===== src/rtl/sram_arbiter_if.sv =====
// Bus bundle between the IF/MEM stages, the SRAM pins and sram_arbiter.
// slave: arbiter side (CPU requests and ram_din in; fetch/data results and SRAM strobes out).
// master: environment side (the exact mirror of slave).
interface sram_arbiter_if #(
    parameter int RAM_AW = 18
);
    logic [15:0]       if_addr;
    logic [15:0]       if_inst;
    logic              mem_rd;
    logic              mem_wr;
    logic [15:0]       mem_addr;
    logic [15:0]       mem_wdata;
    logic [15:0]       mem_rdata;
    logic              mem_op;
    logic [RAM_AW-1:0] ram_addr;
    logic [15:0]       ram_dout;
    logic [15:0]       ram_din;
    logic              ram_dq_oe;
    logic              ram_ce_n;
    logic              ram_oe_n;
    logic              ram_we_n;

    modport slave (
        input  if_addr, mem_rd, mem_wr, mem_addr, mem_wdata, ram_din,
        output if_inst, mem_rdata, mem_op, ram_addr, ram_dout,
        output ram_dq_oe, ram_ce_n, ram_oe_n, ram_we_n
    );

    modport master (
        output if_addr, mem_rd, mem_wr, mem_addr, mem_wdata, ram_din,
        input  if_inst, mem_rdata, mem_op, ram_addr, ram_dout,
        input  ram_dq_oe, ram_ce_n, ram_oe_n, ram_we_n
    );
endinterface


===== src/rtl/sram_arbiter.sv =====
// Shares one SRAM port between instruction fetch and MEM-stage data access.
// Fetch runs every FETCH cycle; a MEM read/write preempts it with a
// SETUP / ACCESS(ACC_CYCLES) / RELEASE sequence and raises mem_op.
// Ports: clk, rst (async, active low), bus (sram_arbiter_if.slave):
//   if_addr/if_inst, mem_rd/mem_wr/mem_addr/mem_wdata/mem_rdata, mem_op,
//   ram_addr/ram_dout/ram_din/ram_dq_oe/ram_ce_n/ram_oe_n/ram_we_n.
// Optional: SRAM_STALL_STAT_EN adds output stall_cnt[15:0], counting
//   cycles with mem_op=1 (wraps).
module sram_arbiter #(
    parameter int ACC_CYCLES = 2,
    parameter int RAM_AW     = 18
) (
    input logic          clk,
    input logic          rst,
    sram_arbiter_if.slave bus
`ifdef SRAM_STALL_STAT_EN
    ,
    output logic [15:0]  stall_cnt
`endif
);

    localparam int PAD = RAM_AW - 16;
    localparam logic [3:0] CNT_INIT = 4'(ACC_CYCLES - 1);
    localparam logic [15:0] NOP = 16'h0800;

    typedef enum logic [1:0] {
        FETCH,
        DSETUP,
        DACCESS,
        DRELEASE
    } state_t;

    state_t      state;
    state_t      state_nxt;
    logic        served;
    logic        dir_wr;
    logic [3:0]  cnt;
    logic [15:0] addr_q;
    logic [15:0] wdata_q;
    logic        req;
    logic        last;

    // served hides the request still held in the cycle the pipeline
    // advances after an access, so it is not serviced twice.
    assign req  = (bus.mem_rd | bus.mem_wr) & ~served;
    assign last = (cnt == 4'd0);

    always_ff @(posedge clk or negedge rst) begin
        if (!rst) begin
            state <= FETCH;
        end else begin
            state <= state_nxt;
        end
    end

    always_comb begin
        state_nxt = state;
        unique case (state)
            FETCH: begin
                if (req) begin
                    state_nxt = DSETUP;
                end
            end
            DSETUP: begin
                state_nxt = DACCESS;
            end
            DACCESS: begin
                if (last) begin
                    state_nxt = DRELEASE;
                end
            end
            DRELEASE: begin
                state_nxt = FETCH;
            end
        endcase
    end

    // Strobes decode from the state register and latched direction only,
    // so an async reset drops we_n/dq_oe in the same instant.
    always_comb begin
        bus.ram_addr  = {{PAD{1'b0}}, addr_q};
        bus.ram_dout  = wdata_q;
        bus.ram_ce_n  = 1'b0;
        bus.ram_oe_n  = 1'b1;
        bus.ram_we_n  = 1'b1;
        bus.ram_dq_oe = 1'b0;
        bus.mem_op    = 1'b1;
        unique case (state)
            FETCH: begin
                bus.ram_addr = {{PAD{1'b0}}, bus.if_addr};
                bus.ram_oe_n = 1'b0;
                bus.mem_op   = req;
            end
            DSETUP: begin
                bus.ram_dq_oe = dir_wr;
            end
            DACCESS: begin
                if (dir_wr) begin
                    bus.ram_we_n  = 1'b0;
                    bus.ram_dq_oe = 1'b1;
                end else begin
                    bus.ram_oe_n = 1'b0;
                end
            end
            DRELEASE: begin
                // keep driving write data one more cycle for hold time
                bus.ram_dq_oe = dir_wr;
            end
        endcase
    end

    always_ff @(posedge clk or negedge rst) begin
        if (!rst) begin
            served        <= 1'b0;
            dir_wr        <= 1'b0;
            cnt           <= 4'd0;
            addr_q        <= 16'h0000;
            wdata_q       <= 16'h0000;
            bus.if_inst   <= NOP;
            bus.mem_rdata <= 16'h0000;
        end else begin
            unique case (state)
                FETCH: begin
                    bus.if_inst <= bus.ram_din;
                    served      <= 1'b0;
                    if (req) begin
                        addr_q  <= bus.mem_addr;
                        wdata_q <= bus.mem_wdata;
                        dir_wr  <= bus.mem_wr;
                    end
                end
                DSETUP: begin
                    cnt <= CNT_INIT;
                end
                DACCESS: begin
                    if (last) begin
                        if (!dir_wr) begin
                            bus.mem_rdata <= bus.ram_din;
                        end
                    end else begin
                        cnt <= cnt - 4'd1;
                    end
                end
                DRELEASE: begin
                    served <= 1'b1;
                end
            endcase
        end
    end

`ifdef SRAM_STALL_STAT_EN
    always_ff @(posedge clk or negedge rst) begin
        if (!rst) begin
            stall_cnt <= 16'h0000;
        end else if (bus.mem_op) begin
            stall_cnt <= stall_cnt + 16'd1;
        end
    end
`endif

endmodule

===== src/flat_wrapper.sv =====
// flat-port wrapper written by rule: the top's interface ports become plain ports
module sram_arbiter_flat 
#(
    parameter int ACC_CYCLES = 2,
    parameter int RAM_AW     = 18
)
  (clk, rst, bus_if_addr, bus_mem_rd, bus_mem_wr, bus_mem_addr, bus_mem_wdata, bus_ram_din, bus_if_inst, bus_mem_rdata, bus_mem_op, bus_ram_addr, bus_ram_dout, bus_ram_dq_oe, bus_ram_ce_n, bus_ram_oe_n, bus_ram_we_n);
  sram_arbiter_if #(.RAM_AW(RAM_AW)) bus_i ();
  input logic clk;
  input logic rst;
  input wire logic [$bits(bus_i.if_addr)-1:0] bus_if_addr;
  input wire logic [$bits(bus_i.mem_rd)-1:0] bus_mem_rd;
  input wire logic [$bits(bus_i.mem_wr)-1:0] bus_mem_wr;
  input wire logic [$bits(bus_i.mem_addr)-1:0] bus_mem_addr;
  input wire logic [$bits(bus_i.mem_wdata)-1:0] bus_mem_wdata;
  input wire logic [$bits(bus_i.ram_din)-1:0] bus_ram_din;
  output wire logic [$bits(bus_i.if_inst)-1:0] bus_if_inst;
  output wire logic [$bits(bus_i.mem_rdata)-1:0] bus_mem_rdata;
  output wire logic [$bits(bus_i.mem_op)-1:0] bus_mem_op;
  output wire logic [$bits(bus_i.ram_addr)-1:0] bus_ram_addr;
  output wire logic [$bits(bus_i.ram_dout)-1:0] bus_ram_dout;
  output wire logic [$bits(bus_i.ram_dq_oe)-1:0] bus_ram_dq_oe;
  output wire logic [$bits(bus_i.ram_ce_n)-1:0] bus_ram_ce_n;
  output wire logic [$bits(bus_i.ram_oe_n)-1:0] bus_ram_oe_n;
  output wire logic [$bits(bus_i.ram_we_n)-1:0] bus_ram_we_n;
  assign bus_i.if_addr = bus_if_addr;
  assign bus_i.mem_rd = bus_mem_rd;
  assign bus_i.mem_wr = bus_mem_wr;
  assign bus_i.mem_addr = bus_mem_addr;
  assign bus_i.mem_wdata = bus_mem_wdata;
  assign bus_i.ram_din = bus_ram_din;
  assign bus_if_inst = bus_i.if_inst;
  assign bus_mem_rdata = bus_i.mem_rdata;
  assign bus_mem_op = bus_i.mem_op;
  assign bus_ram_addr = bus_i.ram_addr;
  assign bus_ram_dout = bus_i.ram_dout;
  assign bus_ram_dq_oe = bus_i.ram_dq_oe;
  assign bus_ram_ce_n = bus_i.ram_ce_n;
  assign bus_ram_oe_n = bus_i.ram_oe_n;
  assign bus_ram_we_n = bus_i.ram_we_n;
  sram_arbiter #(.ACC_CYCLES(ACC_CYCLES), .RAM_AW(RAM_AW)) u_core (.clk(clk), .rst(rst), .bus(bus_i));
endmodule

===== config.mk =====
export PLATFORM = sky130hd
export DESIGN_NAME = sram_arbiter_flat
export DESIGN_NICKNAME = d
export VERILOG_FILES = /design/src/rtl/sram_arbiter_if.sv /design/src/rtl/sram_arbiter.sv /design/src/flat_wrapper.sv
export SDC_FILE = /design/constraint.sdc
export NUM_CORES = 1
export LEC_CHECK = 0
export CORE_UTILIZATION = 43
export DETAILED_ROUTE_END_ITERATION = 8
export GPL_TIMING_DRIVEN = 0
export PLACE_DENSITY = 0.9
export SYNTH_ARGS = -nofsm -noshare
export SYNTH_HDL_FRONTEND = slang
export SYNTH_SLANG_ARGS = --single-unit
export TNS_END_PERCENT = 5

===== constraint.sdc =====
create_clock -name clk -period 2.2 [get_ports clk]
set_input_delay 0.33 -clock clk [delete_from_list [all_inputs] [get_ports clk]]
set_output_delay 0.33 -clock clk [all_outputs]
set_load 0.02 [all_outputs]

== After elaboration in Yosys (flattened, before gate mapping) ==
Index checks and enable logic that the tools add are counted.

* Output and inout bits: 71
* Word-level logic and storage cells: 41
* Register bits after elaboration: 72
* Input bits: 68

* Mux-type cells: 13
* Equal/unequal tests: 6
* Reductions and logical operators: 9
* $add $sub $neg: 1
* Bitwise gates (word level): 4

{| class="wikitable"
|+ Operators by type and width
! cell !! count
|-
| $mux W16 || 1
|-
| $pmux W2 S4 || 1
|-
| $pmux W4 S2 || 1
|-
| $pmux W1 S2 || 3
|-
| $reduce_and A2 Y1 || 3
|-
| $eq A2 B2 Y1 const B || 2
|-
| $logic_not A4 Y1 || 1
|-
| $mux W1 || 4
|-
| $mux W2 || 2
|-
| $mux W4 || 1
|-
| $ne A2 B1 Y1 const B || 2
|-
| $reduce_bool A2 Y1 || 2
|-
| $sub A4 B1 Y4 const B || 1
|-
| $reduce_and A3 Y1 || 1
|-
| $eq A2 B1 Y1 const B || 1
|-
| $logic_not A2 Y1 || 1
|-
| $ne A2 B2 Y1 const B || 1
|-
| $not A1 Y1 || 2
|-
| $reduce_or A2 Y1 || 1
|-
| $and A1 B1 Y1 || 1
|-
| $or A1 B1 Y1 || 1
|}

== Longest topological paths before layout ==
Gate-level depths: netlist of the first run.

* Depth in word-level cells: 4
* Mapped depth: 7
* Gate-level depth less buffers: 5

== Least setup slack after synthesis of the first run ==
Ideal clock, no wire load.

* Path kind: flip-flop to output port
* From: register u_core.state[0]
* To: output bus_ram_oe_n
* Cell stages (with the launch flop): 6
* Path slack: 0.339 ns
* Path buffers: 1
* Data arrival time: 1.531 ns
* Data required time: 1.870 ns
* Cells stage by stage: dfrtp_1 > inv_1 > ha_1 > clkbuf_1 > nand2_1 > o21ai_0

* Word-level cells in the longest chain between the ends: 2
* Elaborated cells between the ends (all ways): 3
* Classes of those cells: eq/ne: 1; mux: 1; reduce/logical: 1

{| class="wikitable"
|+ Ends and longest elaborated chain
! element !! RTL line !! RTL
|-
| from (decl) || sram_arbiter.sv:33 || <nowiki>state_t state;</nowiki>
|-
| from (signal assigned) || sram_arbiter.sv:52 || <nowiki>state <= state_nxt;</nowiki>
|-
| $eq A2 B2 Y1 or $logic_not A2 Y1 (tied branches) || sram_arbiter.sv:88 || <nowiki>unique case (state)</nowiki>
|-
| $pmux W1 S2 (*) || sram_arbiter.sv:88 ||
|-
| to (decl) || flat_wrapper.sv:24 || <nowiki>output wire logic [$bits(bus_i.ram_oe_n)-1:0] bus_ram_oe_n;</nowiki>
|}

Mark *: on every way between the ends. The rest lies on a longest branch, timed or not.

== Worst setup path in the final report of the first run ==
* From: register u_core.state[0]
* To: output bus_ram_addr[5]

* Word-level cells in the longest chain between the ends: 2

{| class="wikitable"
|+ Ends and longest elaborated chain
! element !! RTL line !! RTL
|-
| $logic_not A2 Y1 || sram_arbiter.sv:88 ||
|-
| $mux W16 || sram_arbiter.sv:88 ||
|-
| to (decl) || flat_wrapper.sv:20 || <nowiki>output wire logic [$bits(bus_i.ram_addr)-1:0] bus_ram_addr;</nowiki>
|}

Every way passes these cells.

==> reports/qor.txt, run 1 <==
outcome: finished, final reports clean
Setup crit end kind: primary output
Most used DFF post-synth: dfrtp_1
Place WS: -0.3106 ns
#FFs+latches synth: 72
synthesized instance count: 206
CP startpoint kind: register
First-pass DRT Iterations: 4
final setup margin: 0.1078 ns
number of global-route vias before repair: 2215
area grow syn2layout: 50.40%
reg2reg end: u_core.bus.mem_rdata[8]
sequential area share after synthesis: 54.77%
RSZ-0062 raised after global routing: no
fmax: 0.4780 GHz
drt wl/cell: 15.19 µm
Slew Limit Headroom: 41.43%
reg2reg setup slack: 0.35 ns
Power, Total: 8.020 mW
dpl cell area: 4772 µm²
chip width: 89.50 µm
HPWL Detailed: 5.203 mm
worst path bufs/invs: 4
Critical Path RT: 1.87 ns
# rows: 31
average size of a mapped cell: 15.98 µm²
Inst Count DP: 442
Clock Pin Slew Worst Setup and Hold Paths: 0.07 ns
Initial DRC Count: 39
number of setup violations in the final report: 0
share of the synthesized area in the top cell type: 53.97%
fin util: 67.54%
core area: 7331 µm²
final worst hold slack: 0.1121 ns
asr flop ratio synth: 100.0%
Critical Path Fanout Max: 10
Die Height: 89.50 µm
Worst path slowest cell: dfrtp_1
Num Clock Sinks: 72
LEAKAGE: 2.258 nW
top cells by count, synth: dfrtp_1 (71), mux2_2 (42), mux2_4 (40), ha_1 (6)
Worst Hold Class: primary input to asynchronous set/reset pin
Non-Filler Instances: 459
global-route wire length before repair: 10.52 mm
Vias/cell: 4.817
share of layout cells above drive strength 1: 38.61%
R2R cell count: 6
PortBufs: 135
Skew-Pair Late Insertion Delay: 0.34 ns
DRC: 0
Clock Skew: 0.008054 ns
Max-Cap Viols: 0
fin crit share: 95.10%
final instance area: 4951 µm²
Vias: 2211
initial antenna violation count: 0
R2R Path Start: u_core.cnt[0]
maximum vdd drop: 0.0006987 V
die area: 8009 µm²
pwr dens: 1620 nW/µm²
launch point of the worst path: u_core.state[0]
top cells by area, synth: dfrtp_1 (54%), mux2_4 (18%), mux2_2 (14%)
largest net degree at the start of global routing: 73
Worst path top cell family by delay: buffers and inverters
Post-layout nets: 430
most frequent cell after synthesis: dfrtp_1
# H-tree levels: 3
Total Neg Setup Slack: 0 ns
yosys warns: 0
Initial Util: 44.91%
GR Util All Layers: 17.74%
dominant cell type by area after synthesis: dfrtp_1
Final Max Tran Viols: 0
critical-path cell list: inv_2, ha_4, buf_6, buf_8, mux2_2, buf_2
clk buf depth: 2
TritonCTS clock tree: yes
kind of critical path: register to primary output
EDFF count, synth: 0
TritonCTS Buffers: 9
gr ovfl total: 0
Slew @ Worst Pin: 0.8785 ns
Antenna Cells: 0
Post-Route WL: 6.973 mm
final hold violation count: 0
CTS root buffer: clkbuf_8
Final ANT Viol Nets: 0
Period minus WS final: 2.092 ns
mapped cell area: 3292 µm²
CP max stage delay: 0.42 ns
CP arrival: 1.76 ns
Top Ports: 139
RD Place Congestion: 0.7461
Distinct cells, synth: 32
==> power breakdown <==
| group | leakage (nW) | switching (mW) | internal, mW | total (mW) |
|---|---|---|---|---|
| Combinational | 1.30 | 2.02 | 2.55 | 4.57 |
| Clock | 0.108 | 0.442 | 0.606 | 1.05 |
| Sequential | 0.845 | 0.391 | 2.01 | 2.40 |
==> worst max-delay path by stage <==
| stage | end | slack (ns) | depth (start not counted) |
|---|---|---|---|
| after floorplan | bus_ram_oe_n | 0.34 | 5 |
| after global placement | u_core.bus.ram_dout[0] | -1.58 | 1 |
| after detailed placement | bus_ram_addr[4] | -0.31 | 6 |
| after CTS | bus_ram_addr[11] | -0.1 | 6 |
| after global routing | bus_ram_addr[1] | 0.02 | 6 |
| final | bus_ram_addr[5] | 0.11 | 6 |
==> routing by layer <==
metal / global-route usage [%] / wire length (µm) / vias to the layer above
li1: - / - / 1020
met1: 20.18 / 2769 / 1072
met2: 30.19 / 3428 / 109
met3: 6.279 / 690 / 10
met4: 7.792 / 85 / 0
met5: 0 / 0 / -
==> logic make-up after synthesis <==
family,Yosys count,synth area share (%)
other,1,0.1139
AOI/OAI and AO/OA,10,2.471
and+or+nand+nor,15,3.459
buffers and inverters,18,3.687
DFF,72,54.77
xor gates and xnor gates,1,0.2661
muxes,83,32.95
adders and majority gates,6,2.280
==> state kept, by name (all words and copies together), names as in the netlist <==
register	cells
u_core.state	2
u_core.addr_q	16
u_core.cnt	4
u_core.bus.ram_dout	16
u_core.dir_wr	1
u_core.served	1
u_core.bus.mem_rdata	16
u_core.bus.if_inst	16
==> area by class of cell <==
cell class              count  area [µm²]
plain buffers              13       132.6
clock buffers              12       165.2
clock inverters             3       40.04
fillers                   531        2380
inverters                   5       18.77
multi-input cells         118        1390
flip-flops and latches     72        1803
well taps                  99       123.9
repair buffers            137        1277
==> layout by cell type (no fill, tap or decap), types with 2 or more instances in the layout <==
master / count
clkdlybuf4s50_1: 114
dfrtp_1: 71
mux2_2: 42
mux2_4: 40
buf_2: 15
clkbuf_8: 12
buf_4: 7
buf_6: 6
ha_1: 4
inv_1: 3
nand2_1: 3
o21ai_0: 3
conb_1: 3
dlygate4sd2_1: 3
inv_2: 2
buf_8: 2
nor2b_1: 2
a21oi_1: 2
clkinv_2: 2
clkbuf_2: 2
==> timing repair <==
| action | CTS | global route |
|---|---|---|
| hold endpoints to repair | 0 | 0 |
| gates resized for setup | 77 | 9 |
| setup endpoints to repair | 20 | 15 |
| gates cloned | 0 | 0 |
| setup buffers | 2 | 0 |
| hold buffers | 0 | 0 |
No activity file was read; power rests on OpenSTA's default activity.
==> inputs of run 2 (changes only) <==
SKIP_LAST_GASP = 1   (was not set)
==> run 2 against run 1 <==
Net effect:
- sequential share of layout area grew 0.083 points
- register-to-register slack barely moved
- critical endpoint is now bus_ram_addr[13]
- via count shrank 0.36%
- wire length down 0.82%
- total power shrank 0.63%
- design area fell by 0.23%
- highest routed layer unchanged
- the flow now finishes with violations (negative setup slack)
- combinational power shrank 1%
- largest cell class unchanged
==> reports/qor.txt, run 2 (synthesis gave the netlist of run 1 again) <==
die area: 8009 µm²
fmax: 0.4503 GHz
Antenna Cells: 0
most common cell after layout, fill and taps aside: clkdlybuf4s50_1
RSZ-0062 raised after global routing: yes
Post-Route WL: 6.916 mm
core area: 7331 µm²
Final ANT Viol Nets: 0
DRC: 0
Die Height: 89.50 µm
final setup margin: -0.02090 ns
PortBufs: 135
TritonCTS Buffers: 9
# H-tree levels: 3
area grow syn2layout: 50.06%
pwr dens: 1613 nW/µm²
share of layout cells above drive strength 1: 37.50%
CP startpoint kind: register
LEAKAGE: 2.259 nW
Slew @ Worst Pin: 0.8844 ns
Period minus WS final: 2.221 ns
fin crit share: 100.9%
Critical Path RT: 1.87 ns
most frequent cells in the layout: clkdlybuf4s50_1 (114), dfrtp_1 (71), mux2_2 (42)
Max-Cap Viols: 0
final hold violation count: 0
drt wl/cell: 15.07 µm
outcome: finished with violations
Total Neg Setup Slack: -0.02090 ns
initial antenna violation count: 0
Num Clock Sinks: 72
kind of critical path: register to primary output
gr ovfl total: 0
number of global-route vias before repair: 2217
reg2reg end: u_core.bus.mem_rdata[8]
failing checks: negative setup slack
Slew Limit Headroom: 41.04%
Post-layout nets: 430
R2R Path Start: u_core.cnt[0]
Clock Skew: 0.008676 ns
Setup crit end kind: primary output
capture point of the worst path: bus_ram_addr[13]
Vias: 2203
First-pass DRT Iterations: 4
number of setup violations in the final report: 1
launch point of the worst path: u_core.state[0]
global-route wire length before repair: 10.52 mm
RD Place Congestion: 0.7461
fin util: 67.38%
chip width: 89.50 µm
# rows: 31
GR Util All Layers: 17.74%
Initial DRC Count: 40
Top Ports: 139
Skew-Pair Late Insertion Delay: 0.34 ns
clk buf depth: 2
CTS root buffer: clkbuf_8
Worst Hold Class: primary input to asynchronous set/reset pin
largest net degree at the start of global routing: 73
Clock Pin Slew Worst Setup and Hold Paths: 0.07 ns
Vias/cell: 4.800
TritonCTS clock tree: yes
CP arrival: 1.89 ns
Initial Util: 44.91%
reg2reg setup slack: 0.36 ns
Critical Path Fanout Max: 5
Final Max Tran Viols: 0
R2R cell count: 6
HPWL Detailed: 5.203 mm
maximum vdd drop: 0.0007211 V
[run 2: cell types whose count changed in the layout (fill, tap and decap cells not counted), sizes merged]
cell           previous run  this run
buf                      30        15
clkbuf                   15        28
clkdlybuf4s15             0         1
dlygate4sd2               3         4
[run 2: worst max-delay path: stages (launching register included)]
cell	delay, ns
dfrtp_1	0.41
inv_1	0.10
ha_2	0.20
buf_6	0.13
buf_4	0.12
mux2_2	0.32
clkdlybuf4s15_1	0.28
[run 2: power breakdown]
| part | switching, mW | total, mW | internal [mW] | leakage [nW] |
|---|---|---|---|---|
| Sequential | 0.388 | 2.40 | 2.01 | 0.845 |
| Combinational | 2.00 | 4.52 | 2.51 | 1.31 |
| Clock | 0.443 | 1.05 | 0.606 | 0.108 |
[run 2: worst min path at each step]
| stage | start | end | cells after the start |
|---|---|---|---|
| 2_1_floorplan | rst | u_core.addr_q[0] | 0 |
| 3_3_place_gp | u_core.bus.mem_rdata[1] | u_core.bus.mem_rdata[1] | 1 |
| 3_5_place_dp | u_core.bus.ram_dout[4] | u_core.bus.ram_dout[4] | 1 |
| 4_1_cts | rst | u_core.addr_q[7] | 1 |
| 5_1_grt | rst | u_core.bus.if_inst[4] | 1 |
| 6_report | rst | u_core.bus.if_inst[4] | 1 |
[run 2: final cells by class]
type / count / area (µm²)
fillers: 531 / 2391
flip-flops and latches: 72 / 1803
multi-input cells: 118 / 1380
repair buffers: 137 / 1284
clock buffers: 12 / 165.2
plain buffers: 13 / 125.1
well taps: 99 / 123.9
clock inverters: 3 / 40.04
inverters: 5 / 18.77
[run 2: repair_timing]
action                     4_1_cts  5_1_grt
buffers inserted                 2        0
gates resized for setup         39       22
setup endpoints to repair       20       18
hold buffers                     0        0
[run 2: routing by layer]
metal	wire [µm]	GRT usage, %	up-vias	part of all wire [%]
li1	-	-	1020	-
met1	2770	20.18	1068	40
met2	3391	30.19	107	49
met3	686	6.279	8	9.9
met4	67	7.792	0	0.97
met5	0	0	-	0
[run 2: metrics by stage]
step	hold WS [ns]	setup slack, ns	instance area, µm²	instances	power [mW]
finish	0.1219	-0.02090	4940	459	7.969
global route	0.1813	-0.1024	4940	459	8.459
CTS	0.1395	-0.1267	5005	459	8.139
detailed placement	0.4918	-0.3106	4772	442	7.098
global placement	0.4878	-1.580	4775	442	6.968
floorplan	0.03441	0.3390	3299	208	5.208
==> RTL edit, RTL diff (flow settings as in run 1) <==
`RAM_AW` is set to 18 in 3 places; all go to 36.
--- a/src/rtl/sram_arbiter_if.sv
+++ b/src/rtl/sram_arbiter_if.sv
@@ -4,3 +4,3 @@
 interface sram_arbiter_if #(
-    parameter int RAM_AW = 18
+    parameter int RAM_AW = 36
 );
--- a/src/rtl/sram_arbiter.sv
+++ b/src/rtl/sram_arbiter.sv
@@ -10,3 +10,3 @@
     parameter int ACC_CYCLES = 2,
-    parameter int RAM_AW     = 18
+    parameter int RAM_AW     = 36
 ) (
--- a/src/flat_wrapper.sv
+++ b/src/flat_wrapper.sv
@@ -4,3 +4,3 @@
     parameter int ACC_CYCLES = 2,
-    parameter int RAM_AW     = 18
+    parameter int RAM_AW     = 36
 )
Interface: changed (resized bus_ram_addr); port bits go from 139 to 157. No check against the original RTL was run, so the function may have changed too.
==> RTL edit against run 1 <==
- cell count increased by 8.7%
- critical endpoint is now bus_ram_oe_n
- highest routed layer unchanged
- design area grew 4.0%
- total power is 0.18% higher
- largest cell class unchanged
- area after synthesis is 4.1% higher
- sequential cell count unchanged
- sequential share of layout area shrank 1.4 points
- worst setup slack worse by 0.042 ns
- wire length grew 2.9%
- synthesized cell count rose by 8.7%
==> RTL edit: results (changes against run 1) <==
| Metric | Value |
|---|---|
| Share of cells above drive strength 1 | `39.29% (+0.68 points)` |
| Reg2reg end | `u_core.bus.mem_rdata[12]` |
| Non-Filler Instances | `499 (+8.7%)` |
| P_leak | `2.408 nW (+6.6%)` |
| Critical Path AT | `1.80 ns (+0.04 ns)` |
| Worst path top cell family by delay | `buffers and inverters` |
| Most frequent cells after synthesis | `dfrtp_1 (71), mux2_2 (42), mux2_4 (40)` |
| Post-synth EDFFs | `0 (unchanged)` |
| Starting DRT DRC Count | `60 (+54%)` |
| Area contributors post-synth | `dfrtp_1 (52%), mux2_4 (18%), mux2_2 (14%), buf_4 (4.6%), ha_1 (2.2%)` |
| DP Cell Count | `481 (+8.8%)` |
| DP Wirelength | `5314 um (+2.1%)` |
| Nets | `466 (+8.4%)` |
| Design area | `5151 um2 (+4.0%)` |
| First-pass GRT wire length | `11,730 um (+12%)` |
| Worst reg2reg setup slack | `0.32 ns (-0.03 ns)` |
| Register area share after synthesis | `52.61% (-2.2 points)` |
| Vias in the first global route | `2,439 (+10%)` |
| Outcome | `complete, no violations` |
| Slew @ Worst Pin | `0.8728 ns (-0.005735 ns)` |
| Maximum vdd drop | `0.8649 mV (+24%)` |
| Later-pin clock latency in the skew report | `0.34 ns (about the same)` |
| DP Area | `4979 um2 (+4.3%)` |
| Post-Synthesis Cells | `224 (+8.7%)` |
| Hold WS | `0.1154 ns (+0.003284 ns)` |
| Pre-CTS setup slack | `-0.3023 ns (+0.008321 ns)` |
| GRT Total Usage | `18.29% (+0.54 points)` |
| Fill cells | `562 (+5.8%)` |
| Total number of vias | `2,314 (+4.7%)` |
| Wire per inst | `14.38 um (-5.3%)` |
| Post-route clock skew | `0.007890 ns (-0.0001633 ns)` |
-- RTL edit: changes by cell type after synthesis, sizes merged --
cell,delta
buf,+18
-- RTL edit: worst max path at each step --
stage	from	endpoint	slack (ns)	cells after the start
2_1_floorplan	u_core.state[0]	bus_ram_oe_n	0.34	5
3_3_place_gp	rst	u_core.bus.ram_dout[2]	-1.53	1
3_5_place_dp	u_core.state[0]	bus_ram_addr[4]	-0.30	6
4_1_cts	u_core.state[0]	bus_ram_addr[5]	-0.10	6
5_1_grt	u_core.state[0]	bus_ram_oe_n	-0.03	6
6_report	u_core.state[0]	bus_ram_oe_n	0.07	6
-- RTL edit: where the power goes --
group	total, mW	internal [mW]	leakage (nW)	switching, mW
Clock	1.05	0.558	0.102	0.496
Sequential	2.40	2.01	0.845	0.391
Combinational	4.58	2.55	1.46	2.02
Total	8.03	5.12	2.41	2.91
-- RTL edit: logic make-up after synthesis --
kind of cell | count (synthesis) | synth area share (%)
DFF | 72 | 52.61
and+or+nand+nor | 15 | 3.322
muxes | 83 | 31.65
xor gates and xnor gates | 1 | 0.2556
other | 1 | 0.1094
buffers and inverters | 36 | 7.484
adders and majority gates | 6 | 2.191
AOI/OAI and AO/OA | 10 | 2.373
-- RTL edit: final cells by class --
type | count | area share [%]
inverter | 5 | 0.3643
timing repair buffer | 137 | 24.85
multi-input combinational | 136 | 28.10
clock buffer | 10 | 2.672
clock inverter | 6 | 1.336
sequential | 72 | 35.00
tap | 102 | 2.478
buffer | 31 | 5.198
-- RTL edit: timing repair --
action | in CTS | in global routing
setup endpoints to repair | 20 | 17
resized for setup | 71 | 10
buffers inserted | 2 | 0
-- RTL edit: routing by layer --
metal / GRT usage [%] / share of wire, %
met1: 21.83 / 41
met2: 31.06 / 50
met3: 5.444 / 7.4
met4: 7.011 / 1.7
met5: 0 / 0
